[config.mk]
export PLATFORM = sky130hd
export DESIGN_NAME = alu_seq
export DESIGN_NICKNAME = d
export VERILOG_FILES = /design/src/rtl/alu_seq.sv
export SDC_FILE = /design/constraint.sdc
export NUM_CORES = 1
export LEC_CHECK = 0
export ABC_CLOCK_PERIOD_IN_PS = 11300
export CAP_MARGIN = 20
export CORE_UTILIZATION = 45
export CTS_BUF_LIST = sky130_fd_sc_hd__clkbuf_4 sky130_fd_sc_hd__clkbuf_8 sky130_fd_sc_hd__clkbuf_16
export DETAILED_ROUTE_END_ITERATION = 8
export PLACE_DENSITY = 0.63
export SYNTH_ARGS = -nofsm -noshare
export SYNTH_HDL_FRONTEND = slang
export SYNTH_SLANG_ARGS = --single-unit
[constraint.sdc]
create_clock -name clk -period 11.3 [get_ports clk]
set_input_delay 2.26 -clock clk [delete_from_list [all_inputs] [get_ports clk]]
set_output_delay 2.26 -clock clk [all_outputs]
set_load 0.01 [all_outputs]
[src/rtl/alu_seq.sv]
// Handshaked multi-cycle ALU: registered shift/add/logic ops, iterative MUL/MULH and DIV/REM.
// Macro ALU_DIV_EN builds the restoring divider; without it DIV/REM finish in one cycle with Ofl set.
module alu_seq #(
  parameter int unsigned N = 16,
  parameter int unsigned O = 4
) (
  input  logic         clk,
  input  logic         rst_n,
  input  logic         in_valid,
  output logic         in_ready,
  input  logic [N-1:0] A,
  input  logic [N-1:0] B,
  input  logic         Cin,
  input  logic [O-1:0] Op,
  input  logic         invA,
  input  logic         invB,
  input  logic         sign,
  output logic         out_valid,
  input  logic         out_ready,
  output logic [N-1:0] Out,
  output logic         Zero,
  output logic         Ofl,
  output logic         Carry,
  output logic         Neg
);

  localparam int unsigned SW  = $clog2(N);
  localparam int unsigned SW1 = SW + 1;

  typedef enum logic [1:0] {IDLE = 2'd0, CALC = 2'd1, DONE = 2'd2} state_t;

  state_t          state, state_d;
  logic            accept, multi, last;
  logic [SW-1:0]   cnt;

  logic [N-1:0]    opa, opb, ma, mb, rol, ror;
  logic            a_neg, b_neg, add_ovf;
  logic [SW-1:0]   amt;
  logic [SW:0]     ramt;
  logic [N:0]      add_w;
  logic [N-1:0]    s_out;
  logic            s_ofl, s_carry;

  logic [N-1:0]    hi, lo, m, hi_n, lo_n, c_out;
  logic [N:0]      mul_sum;
  logic [2*N-1:0]  prod, prod_s;
  logic            is_hi, sgn_q, neg_q, c_ofl;
`ifdef ALU_DIV_EN
  logic            is_div, neg_a, b_zero, min_m1, div_ge;
  logic [N:0]      div_sh;
  logic [N-1:0]    div_sub, quo, rem;
`endif

  // Operand conditioning and sign/magnitude split for the iterative units
  assign opa   = invA ? ~A : A;
  assign opb   = invB ? ~B : B;
  assign a_neg = sign & opa[N-1];
  assign b_neg = sign & opb[N-1];
  assign ma    = a_neg ? -opa : opa;
  assign mb    = b_neg ? -opb : opb;

  assign amt     = opb[SW-1:0];
  assign ramt    = SW1'(N) - {1'b0, amt};
  assign rol     = (opa << amt) | (opa >> ramt);
  assign ror     = (opa >> amt) | (opa << ramt);
  assign add_w   = {1'b0, opa} + {1'b0, opb} + {{N{1'b0}}, Cin};
  assign add_ovf = (opa[N-1] == opb[N-1]) && (add_w[N-1] != opa[N-1]);

`ifdef ALU_DIV_EN
  assign multi = (Op[3:2] == 2'b11);
`else
  assign multi = (Op[3:1] == 3'b110);
`endif
  assign last = (cnt == SW'(N - 1));

  // Single-cycle result
  always_comb begin
    s_out   = '0;
    s_ofl   = 1'b0;
    s_carry = 1'b0;
    case (Op[3:0])
      4'b0000: s_out = rol;
      4'b0001: s_out = opa << amt;
      4'b0010: s_out = ror;
      4'b0011: s_out = opa >> amt;
      4'b0100: s_out = $unsigned($signed(opa) >>> amt);
      4'b1000: begin
        s_out   = add_w[N-1:0];
        s_carry = add_w[N];
        s_ofl   = sign ? add_ovf : add_w[N];
      end
      4'b1001: s_out = opa & opb;
      4'b1010: s_out = opa | opb;
      4'b1011: s_out = opa ^ opb;
`ifndef ALU_DIV_EN
      4'b1110, 4'b1111: s_ofl = 1'b1;
`endif
      default: ;
    endcase
  end

  // One shift-add (or restoring-divide) step; hi/lo share the accumulator
  always_comb begin
    mul_sum = {1'b0, hi} + (lo[0] ? {1'b0, m} : '0);
    hi_n    = mul_sum[N:1];
    lo_n    = {mul_sum[0], lo[N-1:1]};
`ifdef ALU_DIV_EN
    div_sh  = {hi, lo[N-1]};
    div_ge  = (m != '0) && (div_sh >= {1'b0, m});
    div_sub = div_sh[N-1:0] - m;
    if (is_div) begin
      hi_n = div_ge ? div_sub : div_sh[N-1:0];
      lo_n = {lo[N-2:0], div_ge};
    end
`endif
  end

  // Sign fix-up and result select on the final iteration
  always_comb begin
    prod   = {hi_n, lo_n};
    prod_s = neg_q ? -prod : prod;
    c_out  = is_hi ? prod_s[2*N-1:N] : prod_s[N-1:0];
    if (is_hi)      c_ofl = 1'b0;
    else if (sgn_q) c_ofl = (prod_s[2*N-1:N] != {N{prod_s[N-1]}});
    else            c_ofl = |prod_s[2*N-1:N];
`ifdef ALU_DIV_EN
    quo = neg_q ? -lo_n : lo_n;
    rem = neg_a ? -hi_n : hi_n;
    if (is_div) begin
      c_out = is_hi ? rem : (b_zero ? '1 : quo);
      c_ofl = b_zero | min_m1;
    end
`endif
  end

  // Next state and request acceptance
  always_comb begin
    state_d  = state;
    in_ready = 1'b0;
    case (state)
      IDLE:    in_ready = 1'b1;
      DONE:    in_ready = out_ready;
      default: in_ready = 1'b0;
    endcase
    accept = in_valid & in_ready;
    case (state)
      IDLE: if (accept) state_d = multi ? CALC : DONE;
      CALC: if (last) state_d = DONE;
      DONE: begin
        if (accept)         state_d = multi ? CALC : DONE;
        else if (out_ready) state_d = IDLE;
      end
      default: state_d = IDLE;
    endcase
  end

  always_ff @(posedge clk) begin
    if (!rst_n) state <= IDLE;
    else        state <= state_d;
  end

  always_ff @(posedge clk) begin
    if (!rst_n) begin
      out_valid <= 1'b0;
      Out       <= '0;
      Zero      <= 1'b1;
      Ofl       <= 1'b0;
      Carry     <= 1'b0;
      Neg       <= 1'b0;
      cnt       <= '0;
      hi        <= '0;
      lo        <= '0;
      m         <= '0;
      is_hi     <= 1'b0;
      sgn_q     <= 1'b0;
      neg_q     <= 1'b0;
`ifdef ALU_DIV_EN
      is_div    <= 1'b0;
      neg_a     <= 1'b0;
      b_zero    <= 1'b0;
      min_m1    <= 1'b0;
`endif
    end else begin
      out_valid <= (state_d == DONE);
      if (accept && !multi) begin
        Out   <= s_out;
        Zero  <= ~|s_out;
        Neg   <= s_out[N-1];
        Ofl   <= s_ofl;
        Carry <= s_carry;
      end
      if (accept && multi) begin
        cnt    <= '0;
        hi     <= '0;
        is_hi  <= Op[0];
        sgn_q  <= sign;
        neg_q  <= a_neg ^ b_neg;
`ifdef ALU_DIV_EN
        is_div <= Op[1];
        neg_a  <= a_neg;
        b_zero <= (opb == '0);
        min_m1 <= sign && (opa == {1'b1, {(N-1){1'b0}}}) && (&opb);
        m      <= Op[1] ? mb : ma;
        lo     <= Op[1] ? ma : mb;
`else
        m      <= ma;
        lo     <= mb;
`endif
      end else if (state == CALC) begin
        cnt <= cnt + SW'(1);
        hi  <= hi_n;
        lo  <= lo_n;
        if (last) begin
          Out   <= c_out;
          Zero  <= ~|c_out;
          Neg   <= c_out[N-1];
          Ofl   <= c_ofl;
          Carry <= 1'b0;
        end
      end
    end
  end

endmodule

## Yosys cells after proc, flatten, opt, wreduce, memory -nomap -nowiden

Cells that the tools add are included.

- Logic and storage cells: 113
- Output and inout bits: 22
- Input bits: 44
- Flip-flop bits (word level): 78

- Bitwise gates (word level): 12
- Eq/ne operators: 18
- Shift-type cells: 5
- Multiplexer cells: 42
- Reduce and logical (&&, ||, !) cells: 14
- $add $sub $neg: 8

Operators with widths:

| operator | number |
|---|---|
| 16-bit 2-to-1 mux | 12 |
| 16-bit one-hot mux with 9 select lines | 1 |
| 16-bit OR | 3 |
| 16-bit OR reduction | 3 |
| 16-bit by 16-bit adder with 17-bit output | 2 |
| 32-bit 2-to-1 mux | 1 |
| 16-bit negation | 2 |
| 32-bit negation | 1 |
| 16-bit NOT | 2 |
| 4-bit == test, second input constant | 7 |
| 1-bit 2-to-1 mux | 20 |
| 17-bit by 1-bit adder with 17-bit output | 1 |
| 16-bit AND | 1 |
| 16-bit != test | 1 |
| 16-bit by 4-bit << shifter with 16-bit output | 1 |
| 16-bit by 5-bit << shifter with 16-bit output | 1 |
| 16-bit by 4-bit >> shifter with 16-bit output | 1 |
| 16-bit by 5-bit >> shifter with 16-bit output | 1 |
| 16-bit by 4-bit >>> shifter with 16-bit output | 1 |
| 16-bit XOR | 1 |
| 2-bit 2-to-1 mux | 5 |
| 4-bit by 2-bit == test with 1-bit output, second input constant | 2 |
| 2-bit one-hot mux with 3 select lines | 1 |
| 5-bit by 4-bit subtractor with 5-bit output, first input constant | 1 |
| 18 further kinds | 27 |

## Longest topological paths before layout

- Word-level depth: 12
- Mapped depth: 21
- Mapped depth without buffers: 17

## Worst setup path before layout

No wires, ideal clock.

- Kind: input-to-reg
- Start: input port invB
- End: register Zero
- Data required time: 11.204 ns
- Buffers on the path: 5
- Library setup time: 0.096 ns
- Path slack: 4.973 ns
- Arrival time: 6.232 ns
- Cell stages on the path: 18
- Cell sequence: buf_2 > xor2_1 > inv_1 > clkbuf_1 > buf_1 > clkbuf_1 > ha_1 > clkbuf_1 > and4b_1 > nor4b_1 > nor2_1 > nand2_1 > o311ai_0 > a2111oi_0 > nand4_1 > nor4_1 > a31oi_1 > o41ai_2

- Word-level cells in the longest chain between the ends: 11
- Elaborated cells between the ends (all ways): 21
- Classes of those cells: 3 x add/sub; 5 x shift; 6 x mux; 5 x bitwise; 2 x reduce/logical

RTL lines:

| what | line | source |
|---|---|---|
| from (decl) | 16 | `input logic invB,` |
| 16-bit 2-to-1 mux * | 56 | `assign opb = invB ? ~B : B;` |
| parallel branches: the longest is 3 deep, another holds 16-bit by 16-bit adder with 17-bit output | -- |  |
| 16-bit one-hot mux with 9 select lines * | 81 | `case (Op[3:0])` |
| 16-bit OR reduction * | 187 | `Zero <= ~\|s_out;` |
| 1-bit logical NOT * | 187 |  |
| 1-bit 2-to-1 mux * | 185 | `if (accept && !multi) begin` |
| 1-bit 2-to-1 mux | 213 | `if (last) begin` |
| 1-bit 2-to-1 mux | 209 | `end else if (state == CALC) begin` |
| 1-bit 2-to-1 mux * | 192 | `if (accept && multi) begin` |
| to (signal assigned) | 187 |  |
| to (signal assigned) | 215 | `Zero <= ~\|c_out;` |
| to (decl) | 21 | `output logic Zero,` |

Every way passes the cells marked *.
A chain may end at the register's enable or synchronous reset.

## Worst setup path in the final report

- Start: input port invA
- End: register Zero

- Word-level cells in the longest chain between the ends: 10
- Elaborated cells between the ends (all ways): 20
- Classes of those cells: 2 x add/sub; 5 x shift; 6 x mux; 5 x bitwise; 2 x reduce/logical

RTL lines:

| what | line | source |
|---|---|---|
| from (decl) | 15 | `input logic invA,` |
| 16-bit 2-to-1 mux * | 55 | `assign opa = invA ? ~A : A;` |
| 16-bit by 16-bit adder with 17-bit output, or another cell as far along | 66 | `assign add_w = {1'b0, opa} + {1'b0, opb} + {{N{1'b0}}, Cin};` |
| 17-bit by 1-bit adder with 17-bit output, or another cell as far along | 66 |  |
| 16-bit one-hot mux with 9 select lines * | 81 |  |
| 16-bit OR reduction * | 187 |  |
| 1-bit logical NOT * | 187 |  |
| 1-bit 2-to-1 mux * | 185 |  |
| 1-bit 2-to-1 mux | 213 |  |
| 1-bit 2-to-1 mux | 209 |  |
| 1-bit 2-to-1 mux * | 192 |  |

Mark *: on every way between the ends. The rest lies on a longest branch, timed or not.

==> results.sh <==
export IMPL_synth_nets=1721
export IMPL_end_kind="register"
export IMPL_ioPinCount=66
export IMPL_crit_chain="clkdlybuf4s50_1 -> nor2b_1 -> nor2_1 -> inv_1 -> fa_1 -> inv_1 -> fa_1 -> nor2b_1 -> o2111ai_1 -> a211oi_1 -> o41ai_1 -> xnor2_1 -> a2111oi_0 -> nand4_1 -> nor4_1 -> a31oi_1 -> o41ai_2"
export IMPL_placed_area_um2=12090
export IMPL_holdCritPathClass="register to register"
export IMPL_synth_main_ff_cell="dfxtp_1"
export IMPL_drv_cap=0
export IMPL_clockBufferDepth=2
export IMPL_worst_path_max_delay_cell="clkdlybuf4s50_1"
export IMPL_fin_area_um2=12430
export IMPL_grt_usage_pct=35.19
export IMPL_cts_buffers=9
export IMPL_avgRoutedWirePerCell_um=23.11
export IMPL_async_flop_share_pct=0
export IMPL_drtAntennaViolNets=0
export IMPL_period_share_pct=64.65
export IMPL_timing_hold_ws_ns=0.4681
export IMPL_cts_htree_levels=3
export IMPL_core_area_um2=24390
export IMPL_synth_warnings=0
export IMPL_clock_root_buffer="clkbuf_16"
export IMPL_cts_sinks=78
export IMPL_mostFrequentLayoutCells="nand2_1 (210), nor2_1 (156), a21oi_1 (130)"
export IMPL_fmax_mhz=136.9
export IMPL_yosysTopAreaCellShare_pct=13.95
export IMPL_n_antenna_cell=0
export IMPL_drive_gt1_share_pct=7.929
export IMPL_grt_max_degree=63
export IMPL_ys_seq_elements=78
export IMPL_start_util_pct=45.89
export IMPL_synth_cell_type_count=93
export IMPL_grt_pass1_wl_um=69970
export IMPL_status="complete, no violations"
export IMPL_dp_cells=1935
export IMPL_area_growth_pct=11.03
export IMPL_drt_pass1_iter_count=6
export IMPL_grt_antenna_before_repair=1
export IMPL_grt_pass1_vias=11719
export IMPL_dp_slack_ns=3.759
export IMPL_vias=12528
export IMPL_start_kind="input port"
export IMPL_period_minus_slack_ns=7.306
export IMPL_yosysTopAreaCell="dfxtp_1"
export IMPL_drt_iter0_drc=1171
export IMPL_gp_congestion=1.032
export IMPL_dp_hpwl_um=35150
export IMPL_clock_skew_ns=0.01708
export IMPL_post_route_worst_setup_slack_ns=3.994
export IMPL_final_common_cell="nand2_1"
export IMPL_arrival_ns=7.56
export IMPL_postCtsSetupBuffers=0
export IMPL_clk_pin_slew_ns=0.07
export IMPL_dieWidth_um=159.7
export IMPL_synth_edf_count=0
export IMPL_hold_violations=0
export IMPL_portBuffers=65
export IMPL_fin_nets=1723
export IMPL_crit_required_ns=11.55
export IMPL_p_per_area_nw_per_um2=102.3
export IMPL_syn_inst=1621
export IMPL_path_buf_inv=3
export IMPL_synth_area_leaders="dfxtp_1 (14%), nand2_1 (7.0%), ha_1 (5.9%)"
export IMPL_wirelength_um=45080
export IMPL_ys_seq_area_share_pct=13.95
export IMPL_leakage_nw=4.899
export IMPL_worst_path_max_fanout=35
export IMPL_rsz0062_at_grt="false"
export IMPL_die_h_um=159.7
export IMPL_clock_latency_ns=0.35
export IMPL_cts_tree="yes"
export IMPL_drcViolationCount=0
export IMPL_worstSetupPathType="input port to register"
export IMPL_rows=57
export IMPL_worst_pin_slew_ns=1.091
export IMPL_setup_viol=0
export IMPL_vdd_drop_max_v=0.00006994
export IMPL_slowest_delay_ns=1.15
export IMPL_fin_cells=1951
export IMPL_crit_family="compound AO/OA/AOI/OAI gates"
export IMPL_fin_tns_setup_ns=0
export IMPL_relSlewSlack_pct=27.02
export IMPL_slew_viol_final=0
export IMPL_viasPerCell=6.421
export IMPL_syn_area_um2=11190
export IMPL_grt_overflow_total=0
export IMPL_design_power_total_mw=1.271
export IMPL_cts_repair_resized=0
export IMPL_die_area_um2=25510
export IMPL_utilization_pct=50.95
export IMPL_syn_area_per_cell_um2=6.904
export IMPL_cts_hold_buf=0
==> Yosys cell counts, types with 15 or more instances <==
| master | count |
|---|---|
| a211oi_1 | 34 |
| a21oi_1 | 130 |
| a31oi_1 | 18 |
| and2_1 | 47 |
| buf_2 | 17 |
| clkbuf_1 | 82 |
| dfxtp_1 | 78 |
| ha_1 | 53 |
| inv_1 | 55 |
| mux2i_1 | 20 |
| mux4_2 | 17 |
| nand2_1 | 210 |
| nand2b_1 | 28 |
| nand3_1 | 48 |
| nor2_1 | 157 |
| nor2b_1 | 36 |
| nor3_1 | 38 |
| o211a_1 | 19 |
| o211ai_1 | 24 |
| o21a_1 | 15 |
| o21ai_0 | 109 |
| o22ai_1 | 19 |
| o31ai_1 | 15 |
| xnor2_1 | 67 |
| xor2_1 | 40 |
==> cell families after synthesis <==
logic type	Yosys count	share of synthesized area (%)
simple gates	653	28.32
mux	52	6.752
flops	78	13.95
buf+inv	167	5.936
xor+xnor	109	8.664
compound gates	506	29.92
fa+ha+maj	56	6.462
==> report_power, final <==
part / internal, mW / switching, mW / leakage, nW / total, mW
registers: 0.286 / 0.0108 / 0.634 / 0.297
clock network: 0.200 / 0.133 / 0.159 / 0.332
logic: 0.234 / 0.408 / 4.11 / 0.641
total: 0.720 / 0.551 / 4.90 / 1.27
==> per-layer routing <==
layer / wire length [um] / track usage [%] / vias up
li1: - / - / 5855
met1: 18550 / 45.70 / 5836
met2: 20330 / 56.63 / 670
met3: 3564 / 4.623 / 165
met4: 2632 / 18.79 / 2
met5: 11 / 0 / -
==> area by class of cell <==
type | instances | area, um^2
fill | 2558 | 11960
multi-input combinational | 1376 | 9006
sequential | 78 | 1562
timing repair buffer | 101 | 918.4
tap | 324 | 405.4
clock buffer | 10 | 239.0
inverter | 57 | 214.0
clock inverter | 5 | 82.58
==> worst paths after layout <==
| check | cells after the start | slack, ns | endpoint | startpoint |
|---|---|---|---|---|
| max reg2reg | 14 | 6.69 | Zero | lo[0] |
| min reg2reg | 2 | 0.47 | hi[6] | hi[6] |
| max | 17 | 3.99 | Zero | invA |
| min | 2 | 0.47 | hi[6] | hi[6] |
==> state kept, by name (all words and copies together) (netlist names), 2 cells and up <==
name,cells
Out,16
lo,16
m,16
cnt,4
state,2
hi,16
==> worst register-to-register path, stage by stage (launching register included) <==
cell	delay, ns
dfxtp_1	0.57
and2_1	0.20
ha_1	0.21
inv_1	0.07
fa_1	0.39
nand2b_1	0.20
a21oi_1	0.44
o211ai_1	0.18
o211ai_1	0.19
xor2_1	0.24
or4_4	0.61
a2111oi_4	0.39
a2bb2oi_1	0.20
o21ai_0	0.25
o41ai_2	0.37
Note: power is estimated with default switching activity, not from simulation.
